**src/rtl/alu_exec_pkg.sv**
```systemverilog
// Shared types and the single-cycle ALU function for the 8-bit CPU execute stage.
package alu_exec_pkg;

  typedef enum logic [2:0] {
    OP_ADD = 3'd0,
    OP_SUB = 3'd1,
    OP_AND = 3'd2,
    OP_OR  = 3'd3,
    OP_XOR = 3'd4,
    OP_SHL = 3'd5,
    OP_SHR = 3'd6,
    OP_MUL = 3'd7
  } op_t;

  typedef enum logic [1:0] {
    S_IDLE = 2'd0,
    S_RUN  = 2'd1,
    S_WB   = 2'd2
  } state_t;

  // Result of a single-cycle op; operands are zero-extended to 32 bits so the
  // function serves any data path width up to 32.
  typedef struct packed {
    logic [31:0] res;
    logic        cry;
  } sc_res_t;

  function automatic logic is_single(input op_t op);
    return (op == OP_ADD) || (op == OP_SUB) || (op == OP_AND) ||
           (op == OP_OR)  || (op == OP_XOR);
  endfunction

  // ADD/SUB/AND/OR/XOR of w-bit operands: result masked to w bits, carry is
  // the ADD carry out, the SUB borrow, or 0 for the logic ops.
  function automatic sc_res_t alu_single(input op_t op, input logic [31:0] a,
                                         input logic [31:0] b, input int unsigned w);
    logic [32:0] full;
    logic [31:0] mask;
    sc_res_t     r;
    full = '0;
    r    = '0;
    mask = (w >= 32) ? '1 : ((32'd1 << w) - 32'd1);
    case (op)
      OP_ADD: begin
        full  = {1'b0, a} + {1'b0, b};
        // Operands are below 2^w, so the sum shifted by w is exactly the carry.
        r.cry = |(full >> w);
      end
      OP_SUB: begin
        full  = {1'b0, a - b};
        r.cry = (a < b);
      end
      OP_AND:  full = {1'b0, a & b};
      OP_OR:   full = {1'b0, a | b};
      OP_XOR:  full = {1'b0, a ^ b};
      default: full = {1'b0, a};
    endcase
    r.res = full[31:0] & mask;
    return r;
  endfunction

endpackage

```
**src/rtl/alu_exec_iter.sv**
```systemverilog
// Iterative datapath for SHL/SHR/MUL: one shift bit or one shift-add step per
// RUN cycle. Exposes the post-step value so the FSM can capture it on entry to WB.
module mul_shift_iter import alu_exec_pkg::*; #(
  parameter int W = 8
) (
  input  logic         clk_i,
  input  logic         rst_ni,
  input  logic         load_i,
  input  logic         step_i,
  input  op_t          op_i,
  input  logic [W-1:0] a_i,
  input  logic [W-1:0] b_i,
  output logic         last_o,
  output logic [W-1:0] res_o,
  output logic         cry_o
);
  localparam int SW = $clog2(W);
  localparam int CW = $clog2(W + 1);

  op_t            op_q;
  logic [CW-1:0]  cnt_q;
  logic [2*W-1:0] acc_q, acc_d;
  logic [2*W-1:0] mcand_q;
  logic [W-1:0]   mplr_q;

  // One iteration step; shifts keep their operand in the low half of acc.
  always_comb begin
    acc_d = acc_q;
    cry_o = 1'b0;
    case (op_q)
      OP_MUL: begin
        acc_d = acc_q + (mplr_q[0] ? mcand_q : '0);
        cry_o = |acc_d[2*W-1:W];
      end
      OP_SHL: begin
        acc_d = {{W{1'b0}}, acc_q[W-2:0], 1'b0};
        cry_o = acc_q[W-1];
      end
      OP_SHR: begin
        acc_d = {{W{1'b0}}, 1'b0, acc_q[W-1:1]};
        cry_o = acc_q[0];
      end
      default: ;
    endcase
    res_o  = acc_d[W-1:0];
    last_o = (cnt_q == CW'(1));
  end

  // Load operands on accept, then advance once per RUN cycle.
  always_ff @(posedge clk_i or negedge rst_ni) begin
    if (!rst_ni) begin
      op_q    <= OP_ADD;
      cnt_q   <= '0;
      acc_q   <= '0;
      mcand_q <= '0;
      mplr_q  <= '0;
    end else if (load_i) begin
      op_q    <= op_i;
      cnt_q   <= (op_i == OP_MUL) ? CW'(W) : CW'(b_i[SW-1:0]);
      acc_q   <= (op_i == OP_MUL) ? '0 : {{W{1'b0}}, a_i};
      mcand_q <= {{W{1'b0}}, a_i};
      mplr_q  <= b_i;
    end else if (step_i) begin
      cnt_q   <= cnt_q - CW'(1);
      acc_q   <= acc_d;
      mcand_q <= mcand_q << 1;
      mplr_q  <= mplr_q >> 1;
    end
  end

endmodule

```
**src/rtl/alu_exec.sv**
```systemverilog
// Execute stage: start/busy handshake, IDLE/RUN/WB FSM and the registered
// write-port outputs and branch flags.
module alu_exec import alu_exec_pkg::*; #(
  parameter int W = 8,
  parameter int D = 3
) (
  input  logic         Clk,
  input  logic         Reset_n,
  input  logic         Start,
  input  op_t          Op,
  input  logic [W-1:0] InA,
  input  logic [W-1:0] InB,
  input  logic [D-1:0] Dest,
  output logic         Busy,
  output logic         WriteEn,
  output logic [D-1:0] Waddr,
  output logic [W-1:0] DataOut,
  output logic         Zero,
  output logic         Carry
);
  localparam int SW = $clog2(W);

  state_t       state_q, state_d;
  logic [D-1:0] dest_q, dest_d;
  logic [D-1:0] waddr_q, waddr_d;
  logic [W-1:0] dout_q, dout_d;
  logic         zero_q, zero_d;
  logic         carry_q, carry_d;
  logic         we_q;
  logic         upd;

  logic         it_load, it_step, it_last, it_cry;
  logic [W-1:0] it_res;
  sc_res_t      sc;
  logic         unused_sc;

  assign sc        = alu_single(Op, 32'(InA), 32'(InB), W);
  assign unused_sc = ^sc.res;

  mul_shift_iter #(.W(W)) u_iter (
    .clk_i  (Clk),
    .rst_ni (Reset_n),
    .load_i (it_load),
    .step_i (it_step),
    .op_i   (Op),
    .a_i    (InA),
    .b_i    (InB),
    .last_o (it_last),
    .res_o  (it_res),
    .cry_o  (it_cry)
  );

  // Next state; result, address and flags are only reloaded on entry to WB.
  always_comb begin
    state_d = state_q;
    dest_d  = dest_q;
    waddr_d = waddr_q;
    dout_d  = dout_q;
    carry_d = carry_q;
    upd     = 1'b0;
    it_load = 1'b0;
    it_step = 1'b0;
    case (state_q)
      S_IDLE: if (Start) begin
        dest_d = Dest;
        if (is_single(Op)) begin
          state_d = S_WB;
          upd     = 1'b1;
          waddr_d = Dest;
          dout_d  = sc.res[W-1:0];
          carry_d = sc.cry;
        end else if (Op != OP_MUL && InB[SW-1:0] == '0) begin
          // Zero-length shift: pass A through with no bit shifted out.
          state_d = S_WB;
          upd     = 1'b1;
          waddr_d = Dest;
          dout_d  = InA;
          carry_d = 1'b0;
        end else begin
          state_d = S_RUN;
          it_load = 1'b1;
        end
      end
      S_RUN: begin
        it_step = 1'b1;
        if (it_last) begin
          state_d = S_WB;
          upd     = 1'b1;
          waddr_d = dest_q;
          dout_d  = it_res;
          carry_d = it_cry;
        end
      end
      S_WB:    state_d = S_IDLE;
      default: state_d = S_IDLE;
    endcase
    zero_d = upd ? (dout_d == '0) : zero_q;
  end

  // State and output registers; reset abandons any op in flight.
  always_ff @(posedge Clk or negedge Reset_n) begin
    if (!Reset_n) begin
      state_q <= S_IDLE;
      dest_q  <= '0;
      waddr_q <= '0;
      dout_q  <= '0;
      zero_q  <= 1'b0;
      carry_q <= 1'b0;
      we_q    <= 1'b0;
    end else begin
      state_q <= state_d;
      dest_q  <= dest_d;
      waddr_q <= waddr_d;
      dout_q  <= dout_d;
      zero_q  <= zero_d;
      carry_q <= carry_d;
      we_q    <= (state_d == S_WB);
    end
  end

  assign Busy    = (state_q != S_IDLE);
  assign WriteEn = we_q;
  assign Waddr   = waddr_q;
  assign DataOut = dout_q;
  assign Zero    = zero_q;
  assign Carry   = carry_q;

endmodule
```
**config.mk**
```make
export PLATFORM = sky130hd
export DESIGN_NAME = alu_exec
export DESIGN_NICKNAME = d
export VERILOG_FILES = /design/src/rtl/alu_exec_pkg.sv /design/src/rtl/alu_exec_iter.sv /design/src/rtl/alu_exec.sv
export SDC_FILE = /design/constraint.sdc
export NUM_CORES = 1
export LEC_CHECK = 0
export ABC_AREA = 1
export BUFFER_PORTS_ARGS = -buffer_cell sky130_fd_sc_hd__buf_2
export CAP_MARGIN = 20
export CORE_MARGIN = 1.5
export CORE_UTILIZATION = 56
export CTS_CLUSTER_DIAMETER = 40
export DETAILED_ROUTE_END_ITERATION = 12
export PLACE_DENSITY = 0.76
export SLEW_MARGIN = 40
export SYNTH_ARGS = -nofsm -noshare
export SYNTH_HDL_FRONTEND = slang
export SYNTH_SLANG_ARGS = --single-unit
```
**constraint.sdc**
```tcl
create_clock -name Clk -period 2.3 [get_ports Clk]
set_input_delay 0.69 -clock Clk [delete_from_list [all_inputs] [get_ports Clk]]
set_output_delay 0.69 -clock Clk [all_outputs]
set_load 0.02 [all_outputs]
```
==> results.yml, run 1 <==
run_status:
  status: "finished clean"
grt:
  grt_pass1_vias: 5696
  antenna_found_initial: 0
  grt_max_degree: 67
  grt_use_total_pct: 32.6
  grt_overflow: 0
  grt_pass1_wl_um: 26600
worst_setup_path:
  end_kind: "flop"
  critPathKind: "flop to flop"
  r2r_start: "u_iter.mplr_q[0]$_DFFE_PN0P_"
  path_buf_inv: 1
  worstPathMaxFanout: 5
  reg2reg_depth: 16
  cp_slowest_cell: "dfrtp_2"
  critPathLaunchType: "flop"
  slowest_delay_ps: 470
  path_cells: "nand2_2, inv_2, ha_4, fa_2, nand3_2, nand2_4, nand2_4, nand2_4, a21oi_4, nand2_1, nand2_1, nand2_1, nor2_1, nand2_1, nand2_2, a21oi_2"
  rr_endpoint: "Carry$_DFFE_PN0P_"
  crit_arrival_ps: 2540
  crit_top_cell: "nand2_1"
  crit_required_ps: 2550
  crit_family: "simple AND/OR/NAND/NOR gates"
  r2r_slack_ps: 9
logic_synthesis:
  syn_area_um2: 5510
  synthCells: 820
  synth_edf_count: 0
  synth_warnings: 0
  ys_ff_latch: 66
  synth.largest_area_cell: "dfrtp_1"
  synth_fp_nets: 889
  synth_most_common_cell: "nand2_1"
  avgSynthCellArea_um2: 6.71
  synth.top_cell.area_share_pct: 30.0
  synth_area_leaders: "dfrtp_1 30%, nand2_1 16%, inv_1 9.3%, ha_1 9.3%, nand3_1 6.7%"
  synthDistinctLibCells: 44
  synth_flop_cell: "dfrtp_1"
  synth_common_cells: "230 x nand2_1, 137 x inv_1, 74 x nand3_1"
  yosysSeqAreaShare_pct: 30.0
  async_flop_share_pct: 100
die:
  die_height_um: 102
  design.die.area_um2: 10400
  coreArea_um2: 9640
  io_pins: 40
  die_w_um: 102
  row_count: 36
  start_util_pct: 57.1
worst_hold_path:
  hold_class: "input port to async pin"
timing:
  max_freq_mhz: 437
  slew_viol_final: 0
  timing.final.crit_share_pct: 99.6
  skew_ps: 15.0
  relSlewSlack_pct: 59.8
  hold_viol: 0
  period_needed_ps: 2290
  setup-violations-final: 0
  tightest_slew_ps: 599
  rsz0062_at_grt: "yes"
  timing.hold.ws_ps: 338
placed_design:
  port_buffers: 39
  post-dp-hpwl_um: 12900
  gp_congestion: 0.976
clocking:
  cts.path.max_buffers: 2
  cts_sinks: 66
  htreeDepth: 3
  root_buffer: "clkbuf_8"
  cts.clk_slew.worst_paths_ps: 80
  numCtsBuffers: 9
  clk_latency_ps: 360
  tritoncts: "yes"
cells_and_area:
  post-route-util_pct: 73.8
  drive_above_1_share_pct: 25.1
  area_delta_synth_final_pct: 29.2
  num-nets-final: 1005
  fillers: 804
  antenna_cells: 0
route:
  via_per_inst: 5.60
  wl_um: 17400
  vias: 6006
  firstDrtPassIters: 5
  wl_per_cell_um: 16.2
  postRouteAntennaNets: 0
  drt_iter0_drc: 424
  post-route-drc-count: 0
pwr:
  powerDensity_nw_per_um2: 1040
  switching_share_pct: 46.6
  p_comb_share_pct: 57.2
  p_seq_share_pct: 27.3
  p_switching_mw: 3.44
  clkPwrFrac_pct: 15.5
  intPower_mw: 3.95
  p_leak_nw: 3.87
  worst_ir_drop_vdd_uv: 488
flow_run:
  maxCapViolCount: 0
## metrics by stage
stage	setup slack (ps)	cell area [um^2]	instances	power [mW]	TNS (ps)
after global placement	-163	6390	1053	5.44	-397
after global routing	-76.6	7110	1073	7.89	-150
final	9.49	7110	1073	7.39	0
after detailed placement	-272	6390	1053	5.59	-907
after CTS	-31.7	6680	1068	6.82	-31.7
after floorplan	7.44	5510	820	4.33	0
## placed cells by master, fill, tap and decap left out, types with 4 or more instances in the layout
cell      Yosys  routed
nand3b_1      4       4
nand3_2       4      10
nand2_2       0      14
inv_2         3       5
nor2_1       68      59
nand2_4       1       7
nand3_1      74      68
o221ai_1      8       8
a22oi_1      12      12
o21ai_0      43      38
nor2_2        1       5
nand4_1       8       8
dfrtp_1      66      65
ha_4          0      13
a21oi_1      47      32
inv_1       137     135
nor2_4        1       6
o211ai_1      4       4
ha_1         41      27
clkbuf_8      0      11
buf_4         1      84
o22ai_1      10      10
a31oi_1       5       5
a21oi_2       0      12
nand2_1     230     210
buf_2        10      39
## logic make-up after synthesis
family          after synthesis  synth area share (%)
compound gates              140                  15.0
xor+xnor                      6                 0.955
fa+ha+maj                    44                  10.4
buf+inv                     165                  12.0
flops                        66                  30.0
simple gates                399                  31.6
## per-layer routing
| layer | GRT usage (%) | share of wire, % | up-vias |
|---|---|---|---|
| met3 | 5.13 | 5.1 | 55 |
| met5 | 0 | 0 | - |
| met4 | 12.5 | 3.6 | 0 |
| li1 | - | - | 2874 |
| met1 | 38.7 | 40 | 2824 |
| met2 | 59.0 | 51 | 253 |
## sequential cells by signal, indices dropped and copies added, names as in the netlist
name            count
u_iter.acc_q       16
u_iter.cnt_q        4
u_iter.op_q         3
Zero                1
state_q             2
DataOut             8
Waddr               3
Carry               1
u_iter.mplr_q       8
dest_q              3
u_iter.mcand_q     16
WriteEn             1
## final cells by class
class | count | area [um^2] | share of cell area [%]
multi-input combinational | 589 | 3630 | 51.1
sequential | 66 | 1650 | 23.2
timing repair buffer | 127 | 888 | 12.5
inverter | 143 | 542 | 7.62
tap | 133 | 166 | 2.34
clock buffer | 11 | 151 | 2.13
clock inverter | 4 | 75.1 | 1.06
## power by group through the flow
stage / registers (mW) / clock network (mW) / logic (mW)
global placement: 1.95 / 0 / 3.49
detailed placement: 1.97 / 0 / 3.62
floorplan: 2.02 / 0 / 2.30
finish: 2.02 / 1.14 / 4.23
CTS: 1.96 / 1.14 / 3.72
global route: 2.05 / 1.19 / 4.65
## what timing repair did
| action | CTS | global route |
|---|---|---|
| gates resized for setup | 14 | 88 |
| setup buffers | 0 | 4 |
| pin swaps | 2 | 28 |
| hold buffers | 0 | 0 |
| cloned | 0 | 1 |
| setup endpoints to repair | 3 | 9 |
## worst max path at each step
| stage | slack (ps) | end | from | cells after the start |
|---|---|---|---|---|
| global placement | -160 | Zero$_DFFE_PN0P_ | InA[0] | 15 |
| CTS | -30 | Carry$_DFFE_PN0P_ | u_iter.mplr_q[0]$_DFFE_PN0P_ | 16 |
| detailed placement | -270 | Zero$_DFFE_PN0P_ | InA[0] | 15 |
| global route | -80 | Zero$_DFFE_PN0P_ | InA[1] | 16 |
| floorplan | 7 | Carry$_DFFE_PN0P_ | u_iter.mplr_q[0]$_DFFE_PN0P_ | 17 |
| finish | 9 | Carry$_DFFE_PN0P_ | u_iter.mplr_q[0]$_DFFE_PN0P_ | 16 |
Power figures use the tool's default switching activity.
==> run 2: changes to the inputs <==
==> constraint.sdc (replaced) <==
create_clock -name Clk -period 2.3 [get_ports Clk]
set_input_delay 0.46 -clock Clk [delete_from_list [all_inputs] [get_ports Clk]]
set_output_delay 0.46 -clock Clk [all_outputs]
set_load 0.02 [all_outputs]
==> results.yml, run 2 (synthesis results as in run 1) <==
timing:
  timing.final.crit_share_pct: 97.3
  slew_viol_final: 0
  max_freq_mhz: 447
  rsz0062_at_grt: "yes"
  hold_viol: 0
  fin_ws_ps: 62.4
  relSlewSlack_pct: 50.3
  skew_ps: 9.97
  setup-violations-final: 0
  period_needed_ps: 2240
  tightest_slew_ps: 741
cells_and_area:
  final_cell_mix: "221 x nand2_1, 136 x inv_1, 68 x nand3_1, 66 x dfrtp_1, 62 x nor2_1"
  num-nets-final: 978
  final_common_cell: "nand2_1"
  reg_top3: "u_iter.acc_q (16), u_iter.mcand_q (16)"
  area_delta_synth_final_pct: 21.5
  antenna_cells: 0
  stdcell_count: 1047
  fin_area_um2: 6690
  drive_above_1_share_pct: 19.8
route:
  vias: 5703
  post-route-drc-count: 0
  drt_iter0_drc: 295
  postRouteAntennaNets: 0
  via_per_inst: 5.45
  wl_um: 16400
  wl_per_cell_um: 15.7
  firstDrtPassIters: 5
clocking:
  clk_latency_ps: 350
  numCtsBuffers: 9
  htreeDepth: 3
  cts.clk_slew.worst_paths_ps: 70
  root_buffer: "clkbuf_8"
  cts.path.max_buffers: 2
  tritoncts: "yes"
  cts_sinks: 66
grt:
  antenna_found_initial: 0
  grt_pass1_vias: 5334
  grt_pass1_wl_um: 25500
  grt_max_degree: 67
  grt_use_total_pct: 31.5
  grt_overflow: 0
worst_setup_path:
  crit_required_ps: 2540
  critPathKind: "flop to flop"
  slowest_delay_ps: 430
  crit_top_cell: "nand2_1"
  r2r_slack_ps: 60
  crit_family: "compound AO/OA/AOI/OAI gates"
  critPathLaunchType: "flop"
  path_cells: "buf_12, nand2_1, inv_1, ha_1, a21oi_1, o21ai_0, a21oi_2, nand3b_1, nand2_1, nand2_1, nor2_2, nand2_1, nand2_1, a21oi_1"
  cp_slowest_cell: "dfrtp_1"
  end_kind: "flop"
  worstPathMaxFanout: 13
  path_buf_inv: 2
  crit_arrival_ps: 2480
pwr:
  powerDensity_nw_per_um2: 1040
  p_leak_nw: 3.68
  worst_ir_drop_vdd_uv: 627
die:
  coreArea_um2: 9640
  die_height_um: 102
  design.die.area_um2: 10400
  die_w_um: 102
  io_pins: 40
  start_util_pct: 57.1
  row_count: 36
placed_design:
  dp_cells: 1027
  post-dp-hpwl_um: 12600
  gp_congestion: 0.980
  placed_cell_area_um2: 6210
  pre_cts_slack_ps: -66.5
  port_buffers: 39
run_status:
  status: "finished clean"
flow_run:
  maxCapViolCount: 0
worst_hold_path:
  hold_class: "input port to async pin"
run 2: cell count changes in the layout (fill, tap and decap cells not counted), sizes merged:
cell    previous run  this run
bufinv             2         1
buf              127       100
clkinv             1         3
run 2: repair_timing:
item,in CTS,in global routing
endpoints found under the hold margin,0,0
hold buffers,0,0
endpoints found under the setup margin,3,13
gates resized for setup,4,51
pin swaps,0,12
buffers inserted,0,4
run 2: metal layers:
layer | share of wire (%) | track usage (%) | up-vias | routed length, um
met4 | 2.3 | 10.1 | 0 | 372
li1 | - | - | 2826 | -
met1 | 43 | 40.2 | 2669 | 7150
met5 | 0 | 0 | - | 0
met3 | 4.7 | 4.99 | 30 | 776
met2 | 50 | 54.6 | 178 | 8150
run 2: layout make-up:
class                   count  area, um^2
multi-input cells         589        3450
inverters                 143         542
repair buffers            100         691
clock inverters             5        55.1
clock buffers              11         131
well taps                 133         166
fillers                   837        2950
flip-flops and latches     66        1650
run 2: where the power goes:
part | switching (mW) | leakage [nW] | total [mW] | internal [mW]
clock network | 0.453 | 0.0893 | 0.950 | 0.497
registers | 0.404 | 0.836 | 2.02 | 1.62
logic | 2.44 | 2.75 | 3.98 | 1.54
run 2: worst paths after layout:
| path | endpoint | depth (start not counted) | startpoint |
|---|---|---|---|
| min reg2reg | dest_q[1]$_DFFE_PN0P_ | 2 | dest_q[1]$_DFFE_PN0P_ |
| min | u_iter.acc_q[13]$_DFFE_PN0P_ | 2 | Reset_n |
| max in group asynchronous | u_iter.cnt_q[1]$_DFFE_PN0P_ | 2 | Reset_n |
| max | Carry$_DFFE_PN0P_ | 14 | u_iter.mplr_q[0]$_DFFE_PN0P_ |
| min in group Clk | dest_q[0]$_DFFE_PN0P_ | 3 | Dest[0] |
| max reg2reg | Carry$_DFFE_PN0P_ | 14 | u_iter.mplr_q[0]$_DFFE_PN0P_ |
run 2: per-stage QoR:
stage	setup TNS [ps]	power [mW]	util [%]	hold slack, ps
2_1_floorplan	0	4.33	-	164
3_3_place_gp	-88.9	5.40	64.4	464
3_5_place_dp	-118	5.53	64.4	473
4_1_cts	0	6.51	66.5	118
5_1_grt	-160	7.48	69.4	122
6_report	0	6.95	69.4	102
